### src/rtl/tone_pkg.sv
// Shared types for the tone direction sequencer: command codes, FSM states,
// and tone-index helpers.
package tone_pkg;

  localparam int NUM_TONES = 5;
  localparam int NUM_PB    = 4;
  localparam int IDX_W     = 3;

  typedef enum logic [2:0] {
    STRAIGHT = 3'b000,
    LEFT     = 3'b001,
    RIGHT    = 3'b010,
    BACK     = 3'b011,
    STOP     = 3'b100
  } dir_t;

  typedef enum logic [1:0] {
    IDLE,
    QUALIFY,
    ISSUE,
    HOLD
  } state_t;

  // Tone index 0..4 follows detector order: STOP has the highest priority.
  function automatic dir_t tone_dir(input logic [IDX_W-1:0] idx);
    case (idx)
      3'd0:    tone_dir = STOP;
      3'd1:    tone_dir = STRAIGHT;
      3'd2:    tone_dir = LEFT;
      3'd3:    tone_dir = RIGHT;
      3'd4:    tone_dir = BACK;
      default: tone_dir = STOP;
    endcase
  endfunction

  // Returns NUM_TONES when nothing is set, which never compares below a
  // valid candidate index.
  function automatic logic [IDX_W-1:0] lowest_set(input logic [NUM_TONES-1:0] v);
    lowest_set = IDX_W'(NUM_TONES);
    for (int i = NUM_TONES - 1; i >= 0; i--)
      if (v[i]) lowest_set = IDX_W'(i);
  endfunction

endpackage

### src/rtl/tone_sync.sv
// Parameterized-width two-flop synchronizer, async active-low reset to 0.
module tone_sync #(
  parameter int W = 1
) (
  input  logic         clk,
  input  logic         rst_n,
  input  logic [W-1:0] d,
  output logic [W-1:0] q
);

  logic [W-1:0] meta;

  always_ff @(posedge clk or negedge rst_n) begin
    if (!rst_n) begin
      meta <= '0;
      q    <= '0;
    end else begin
      meta <= d;
      q    <= meta;
    end
  end

endmodule

### src/rtl/tone_dir_sequencer.sv
// Tone detector to drive-command sequencer: priority pick, dwell qualify,
// valid/ready issue, hold-off. Define TONE_MANUAL_EN to enable pushbuttons.
module tone_dir_sequencer
  import tone_pkg::*;
#(
  parameter int DWELL_CYCLES = 12_500_000,
  parameter int HOLD_CYCLES  = 25_000_000,
  parameter int CNT_W        = 32
) (
  input  logic                 clk,
  input  logic                 rst_n,
  input  logic [NUM_TONES-1:0] bp,
  input  logic [NUM_PB-1:0]    pb,
  output logic [2:0]           dir_out,
  output logic                 dir_valid,
  input  logic                 dir_ready,
  output logic                 busy,
  output logic [NUM_TONES-1:0] led
);

  localparam logic [CNT_W-1:0] DWELL_LAST = CNT_W'(DWELL_CYCLES - 1);
  localparam logic [CNT_W-1:0] HOLD_LAST  = CNT_W'(HOLD_CYCLES - 1);

  logic [NUM_TONES-1:0] bp_s;
  logic [NUM_PB-1:0]    pb_rise;

  tone_sync #(.W(NUM_TONES)) u_bp_sync (
    .clk   (clk),
    .rst_n (rst_n),
    .d     (bp),
    .q     (bp_s)
  );

`ifdef TONE_MANUAL_EN
  logic [NUM_PB-1:0] pb_s, pb_q;

  tone_sync #(.W(NUM_PB)) u_pb_sync (
    .clk   (clk),
    .rst_n (rst_n),
    .d     (pb),
    .q     (pb_s)
  );

  always_ff @(posedge clk or negedge rst_n) begin
    if (!rst_n) pb_q <= '0;
    else        pb_q <= pb_s;
  end

  assign pb_rise = pb_s & ~pb_q;
`else
  logic unused_pb;
  assign unused_pb = ^pb;
  assign pb_rise   = '0;
`endif

  logic [IDX_W-1:0] bp_low, pb_src;

  assign bp_low = lowest_set(bp_s);
  // Button k drives the same command as tone k+1.
  assign pb_src = IDX_W'(lowest_set({1'b0, pb_rise}) + 3'd1);

  state_t           state;
  logic [IDX_W-1:0] cand;
  logic [CNT_W-1:0] dwell, hold;
  dir_t             dir_q;

  always_ff @(posedge clk or negedge rst_n) begin
    if (!rst_n) begin
      state     <= IDLE;
      cand      <= '0;
      dwell     <= '0;
      hold      <= '0;
      dir_q     <= STOP;
      dir_valid <= 1'b0;
      busy      <= 1'b0;
      led       <= '0;
    end else begin
      case (state)
        IDLE: begin
          if (|bp_s) begin
            cand  <= bp_low;
            dwell <= CNT_W'(1);
            busy  <= 1'b1;
            state <= QUALIFY;
          end else if (|pb_rise) begin
            cand      <= pb_src;
            dir_q     <= tone_dir(pb_src);
            dir_valid <= 1'b1;
            busy      <= 1'b1;
            state     <= ISSUE;
          end
        end
        QUALIFY: begin
          // A higher-priority tone preempts even if the candidate dropped.
          if (bp_low < cand) begin
            cand  <= bp_low;
            dwell <= CNT_W'(1);
          end else if (bp_s[cand]) begin
            if (dwell == DWELL_LAST) begin
              dir_q     <= tone_dir(cand);
              dir_valid <= 1'b1;
              dwell     <= '0;
              state     <= ISSUE;
            end else begin
              dwell <= dwell + CNT_W'(1);
            end
          end else begin
            dwell <= '0;
            busy  <= 1'b0;
            state <= IDLE;
          end
        end
        ISSUE: begin
          if (dir_ready) begin
            led       <= NUM_TONES'(1) << cand;
            dir_valid <= 1'b0;
            hold      <= '0;
            state     <= HOLD;
          end
        end
        HOLD: begin
          if (hold == HOLD_LAST) begin
            hold  <= '0;
            busy  <= 1'b0;
            state <= IDLE;
          end else begin
            hold <= hold + CNT_W'(1);
          end
        end
        default: begin
          busy  <= 1'b0;
          state <= IDLE;
        end
      endcase
    end
  end

  assign dir_out = dir_q;

endmodule

### config.mk
export PLATFORM = sky130hd
export DESIGN_NAME = tone_dir_sequencer
export DESIGN_NICKNAME = d
export VERILOG_FILES = /design/src/rtl/tone_pkg.sv /design/src/rtl/tone_sync.sv /design/src/rtl/tone_dir_sequencer.sv
export SDC_FILE = /design/constraint.sdc
export NUM_CORES = 1
export LEC_CHECK = 0
export ABC_CLOCK_PERIOD_IN_PS = 7800
export BUFFER_PORTS_ARGS = -buffer_cell sky130_fd_sc_hd__buf_2
export CORE_MARGIN = 2
export CORE_UTILIZATION = 50
export DETAILED_ROUTE_END_ITERATION = 12
export PLACE_DENSITY = 0.68
export REMOVE_ABC_BUFFERS = 1
export SYNTH_ARGS = -nofsm -noshare
export SYNTH_HDL_FRONTEND = slang
export SYNTH_SLANG_ARGS = --single-unit
### constraint.sdc
create_clock -name clk -period 7.8 [get_ports clk]
set_clock_uncertainty 0.2 [all_clocks]
set_input_delay 0.39 -clock clk [delete_from_list [all_inputs] [get_ports clk]]
set_output_delay 0.39 -clock clk [all_outputs]
set_load 0.02 [all_outputs]
; ---- Word level (Yosys, flattened, before mapping)
; Cells that the tools add are included.
[op_classes]
n_addsub = 2
n_bitwise = 1
eq_ne = 18
n_div = 0
mul = 0
order_cmp = 2
n_shift = 1
muxes = 36
reduce_logical = 14
[op_table]
columns = operator, n
row1 = two-way mux 32 bit, 6
row2 = case mux 32 bit (2 select lines), 2
row3 = adder 32 x 1 -> 32 bit (second input constant), 2
row4 = == test 32 x 24 -> 1 bit (second input constant), 1
row5 = == test 32 x 25 -> 1 bit (second input constant), 1
row6 = two-way mux 3 bit, 6
row7 = inequality test 2 bit (second input constant), 8
row8 = AND reduction 5 bit, 3
row9 = two-way mux 2 bit, 6
row10 = case mux 3 bit (4 select lines), 1
row11 = two-way mux 1 bit, 10
row12 = case mux 2 bit (4 select lines), 1
row13 = == test 3 x 2 -> 1 bit (second input constant), 2
row14 = case mux 3 bit (2 select lines), 1
row15 = AND reduction 2 bit, 3
row16 = nonzero test 2 bit, 3
row17 = OR reduction 5 bit, 1
row18 = left shift 1 x 3 -> 5 bit (first input constant), 1
row19 = == test 2 bit (second input constant), 2
row20 = less-than comparator 3 x 4 -> 1 bit (second input constant), 1
row21 = AND reduction 4 bit, 1
row22 = binary-select mux 1 bit (select 3 bit), 1
row23 = == test 3 x 1 -> 1 bit (second input constant), 1
row24 = == test 3 bit (second input constant), 1
row25 = other kinds (9), 9
[word_totals]
inputBits = 12
mem_count = 0
latchBits = 0
rom_bits = 0
word_cells = 84
regBits = 89
mem_bits_rw = 0
output_inout_bits = 10

; ---- Logic depth before layout (Yosys ltp)
[logic_depth]
ltp_word = 8
ltp_mapped = 10
ltp_nobuf = 8

; ---- By module
; A second synthesis with hierarchy kept.
[hier_totals]
cells_unflattened = 547
hier_area_um2 = 4996.0
[modules_own_cells]
columns = mod, n_inst, cells_each, area_per_inst_um2, seq_area_each_um2
row1 = tone_dir_sequencer, 1, 537, 4745.8, 1978.1
row2 = tone_sync, 1, 10, 250.2, 250.2

; ---- Worst setup path after synthesis
; Ideal clock, no wire load.
[synth_timing]
path_type = flip-flop to flip-flop
start = reg u_bp_sync.q[1]
end = reg dwell[8]
path_buffers = 0
arrival_ns = 2.446
path_slack_ns = 5.085
stages_incl_launch_ff = 8
setup_ns = 0.069
path_cell_list = dfrtp_1 -> nor4_1 -> ha_1 -> or3b_2 -> o221ai_1 -> or3_4 -> or4_1 -> nand3_1
[synth_between]
elab_chain_cells = 5
word_cells_on_any_way = 11
[synth_lines]
columns = element, line_no
row1 = "start, declared", tone_sync.sv:8  ; output logic [W-1:0] q
row2 = "start signal, assigned", tone_sync.sv:19  ; q <= meta;
row3 = two-way mux 3 bit (2 in a row), tone_pkg.sv:41  ; if (v[i]) lowest_set = IDX_W'(i);
row4 = net bp_low[2], tone_dir_sequencer.sv:56  ; logic [IDX_W-1:0] bp_low, pb_src;
row5 = less-than comparator 3 bit, tone_dir_sequencer.sv:95  ; if (bp_low < cand) begin
row6 = two-way mux 32 bit, tone_dir_sequencer.sv:95
row7 = case mux 32 bit (2 select lines), tone_dir_sequencer.sv:78  ; case (state)
row8 = "end signal, assigned", tone_dir_sequencer.sv:105  ; dwell <= dwell + CNT_W'(1);
row9 = "end, declared", tone_dir_sequencer.sv:64  ; logic [CNT_W-1:0] dwell, hold;
; The timed path passes the listed nets, and every way through them passes these cells. The select of a mux whose other input is x is not followed.
; A chain may end at the register's enable or synchronous reset.

; ---- Final worst setup path
[layout_timing]
start = reg u_bp_sync.q[0]
end = reg dwell[29]
[layout_between]
word_cells_on_any_way = 10
[layout_rtl]
columns = element, line_no
row1 = two-way mux 3 bit, tone_pkg.sv:41
row2 = net bp_low[2], tone_dir_sequencer.sv:56
row3 = less-than comparator 3 bit, tone_dir_sequencer.sv:95
row4 = two-way mux 32 bit, tone_dir_sequencer.sv:95
row5 = case mux 32 bit (2 select lines), tone_dir_sequencer.sv:78
; The timed path passes the listed nets, and every way through them passes these cells. The select of a mux whose other input is x is not followed.

==> flow_metrics.tcl <==
set metrics [dict create \
    synthArstFlopShare_pct 100.0 \
    clkSinkCount 89 \
    grt_antenna_before_repair 0 \
    place_ws_ns 4.155 \
    ys_seq_elements 89 \
    worst_slew_pin_slew_ns 1.169 \
    clock_latency_ns 0.35 \
    finalWeightedCongestion 0.8185 \
    ys.flop_type "dfrtp_1" \
    start_util_pct 50.71 \
    area_delta_synth_final_pct 10.29 \
    crit_type "reg2reg" \
    worstPathCellList "nor4_1 > ha_1 > or3_1 > o221ai_1 > nor3_2 > buf_4 > o21ai_0 > a31oi_1" \
    start_kind "register" \
    worstHoldPathType "reg2reg" \
    critPathRequiredTime_ns 7.88 \
    cp_slowest_cell "nor3_2" \
    irDropWorstVdd_mv 0.1279 \
    relSlewSlack_pct 22.05 \
    yosysWarnings 0 \
    drive_above_1_share_pct 9.811 \
    synth_cell_types 54 \
    io_pins 22 \
    synth.area.top_cells "dfrtp_1, o21ai_0, nand2_1" \
    dr.pass1.iters 5 \
    nets 541 \
    cts_setup_buffers 0 \
    synth_top_area_share_pct 47.67 \
    vias 3925 \
    die_w_um 100.1 \
    layout_commonest_cell "dfrtp_1" \
    die_y_um 100.1 \
    max_stage_delay_ns 0.90 \
    maxCapViolCount 0 \
    drtIter0Drc 208 \
    setup_viol 0 \
    period_share_pct 46.79 \
    worstPathArrival_ns 3.73 \
    fmax_ghz 0.2740 \
    clockRootBuffer "clkbuf_8" \
    r2r_cells 8 \
    synth_edf_count 0 \
    netlist_instances 514 \
    htreeDepth 3 \
    synthesis.area_um2 4619 \
    port_buffers 17 \
    diodes 0 \
    wl_um 10200 \
    worst_slack_ns 4.150 \
    grt_pass1_wl_um 17750 \
    mostFrequentLayoutCells "dfrtp_1, nand2_1, o21ai_0, a31oi_1, nand3_1" \
    drc 0 \
    rsz0062_at_grt "false" \
    period_needed_ns 3.650 \
    p_leak_uw 0.002094 \
    whs_path_depth 0 \
    post_cts_resized 0 \
    grt_pass1_vias 3886 \
    drt-vias-per-instance 6.123 \
    synth-seq-area-share_pct 48.24 \
    dpl.hpwl_um 6777 \
    rows 35 \
    grt_max_degree 57 \
    crit_buf_inv 1 \
    cts_buffers 9 \
    path_delay_family "simple AND/OR/NAND/NOR gates" \
    yosys.area.top_type "dfrtp_1" \
    powerDensity_nw_per_um2 217.1 \
    cp_max_fo 21 \
    grt.overflow.total 0 \
    slew_viol_final 0 \
    cts_tree "built" \
    path_depth 8 \
    dieArea_um2 10020 \
    endpoint_kind "register" \
    cts_buffer_depth 2 \
    run_status "finished, final reports clean" \
    track_usage_pct 21.57 \
    postRouteAntennaNets 0 \
    synth_area_per_cell_um2 8.987 \
    filler_cell_count 814 \
    wire_per_inst_um 15.91 \
    finalHoldViolCount 0 \
    tns_ns 0 \
    clk_pin_slew_ns 0.08 \
    core_um2 9109 \
]
## routing by layer
metal | wire length (µm) | global-route usage, % | share of wire (%)
met1 | 4672 | 28.31 | 46
met2 | 4944 | 36.65 | 48
met3 | 434 | 3.412 | 4.3
met4 | 149 | 7.060 | 1.5
met5 | 0 | 0 | 0
## worst paths after layout
check	slack [ns]	to	startpoint
max in group asynchronous	6.01	busy	rst_n
setup / recovery	4.15	dwell[29]	u_bp_sync.q[0]
setup reg to reg	4.15	dwell[29]	u_bp_sync.q[0]
hold reg to reg	0.15	u_bp_sync.q[1]	u_bp_sync.meta[1]
min in group asynchronous	0.32	led[3]	rst_n
hold / removal	0.15	u_bp_sync.q[1]	u_bp_sync.meta[1]
## Yosys cell counts, types with 2 or more instances
master    number
dfrtp_1       88
and4_1         6
o21a_1         5
and3_1        14
o31ai_1        4
xnor2_1        4
nor2b_1        2
nand3_1       30
a31oi_1       31
a211o_1        2
o21ai_0       59
inv_1         16
a21oi_1       24
a22o_1         5
and2_1         7
nor4_1        10
clkbuf_1      16
o41ai_1        2
nor3_1        18
nand4_1       19
a21o_1         2
nor4b_1        3
buf_2          9
o22ai_1        2
ha_1           4
xor2_1         3
nand2_1       59
nand2b_1       4
mux2_2         6
nor2_1        26
or3_1          8
a41oi_1        4
## power breakdown
part | switching, µW | internal, µW
clock | 162 | 231
sequential | 33.1 | 481
combinational | 117 | 81.6
total | 312 | 794
## state kept, by name, summed over array words and instances, names as in the netlist, named ones only
register        cells
busy                1
hold               32
u_bp_sync.meta      5
dwell              32
cand                3
dir_out             3
dir_valid           1
led                 5
state               1
u_bp_sync.q         5
## stage by stage
step	area [µm²]	hold WS (ns)	total power [µW]	std cells	utilization, %
after floorplan	4494	-0.1056	661.5	486	-
after global placement	4781	0.1351	712.0	619	52.49
after detailed placement	4781	0.1347	719.4	619	52.49
after CTS	5095	0.1538	1114	641	55.93
after global routing	5095	0.1701	1159	641	55.93
final	5095	0.1514	1106	641	55.93
## kinds of logic (layout without fill, tap and decap cells)
logic type | count (synthesis) | after routing | synth area share, %
and+or+nand+nor | 215 | 215 | 24.19
AOI/OAI and AO/OA | 148 | 148 | 19.20
DFF | 89 | 89 | 48.24
buffers and inverters | 44 | 60 | 4.009
xor gates and xnor gates | 7 | 7 | 1.327
muxes | 7 | 7 | 1.950
adders and majority gates | 4 | 4 | 1.083
## worst reg2reg max path: cells and delay by family (launching register included)
kind / cells / cell delay [ns]
AO/OA/AOI/OAI: 3 / 0.54
adder cells (fa/ha/maj): 1 / 0.31
buffers and inverters: 1 / 0.39
flip-flops: 1 / 0.42
AND/OR/NAND/NOR: 3 / 1.74
## timing repair
item	CTS	global route
endpoints found under the hold margin	37	0
setup endpoints to repair	0	0
hold buffers	6	0
## area by class of cell
| cell class | count | area [µm²] | share of cell area, % |
|---|---|---|---|
| Sequential cell | 89 | 2228 | 43.74 |
| Inverter | 16 | 60.06 | 1.179 |
| Tap cell | 111 | 138.9 | 2.726 |
| Multi-Input combinational cell | 381 | 2228 | 43.74 |
| Clock buffer | 12 | 155.1 | 3.045 |
| Clock inverter | 4 | 98.84 | 1.940 |
| Timing Repair Buffer | 28 | 185.2 | 3.635 |
(Power assumes the default switching activity.)
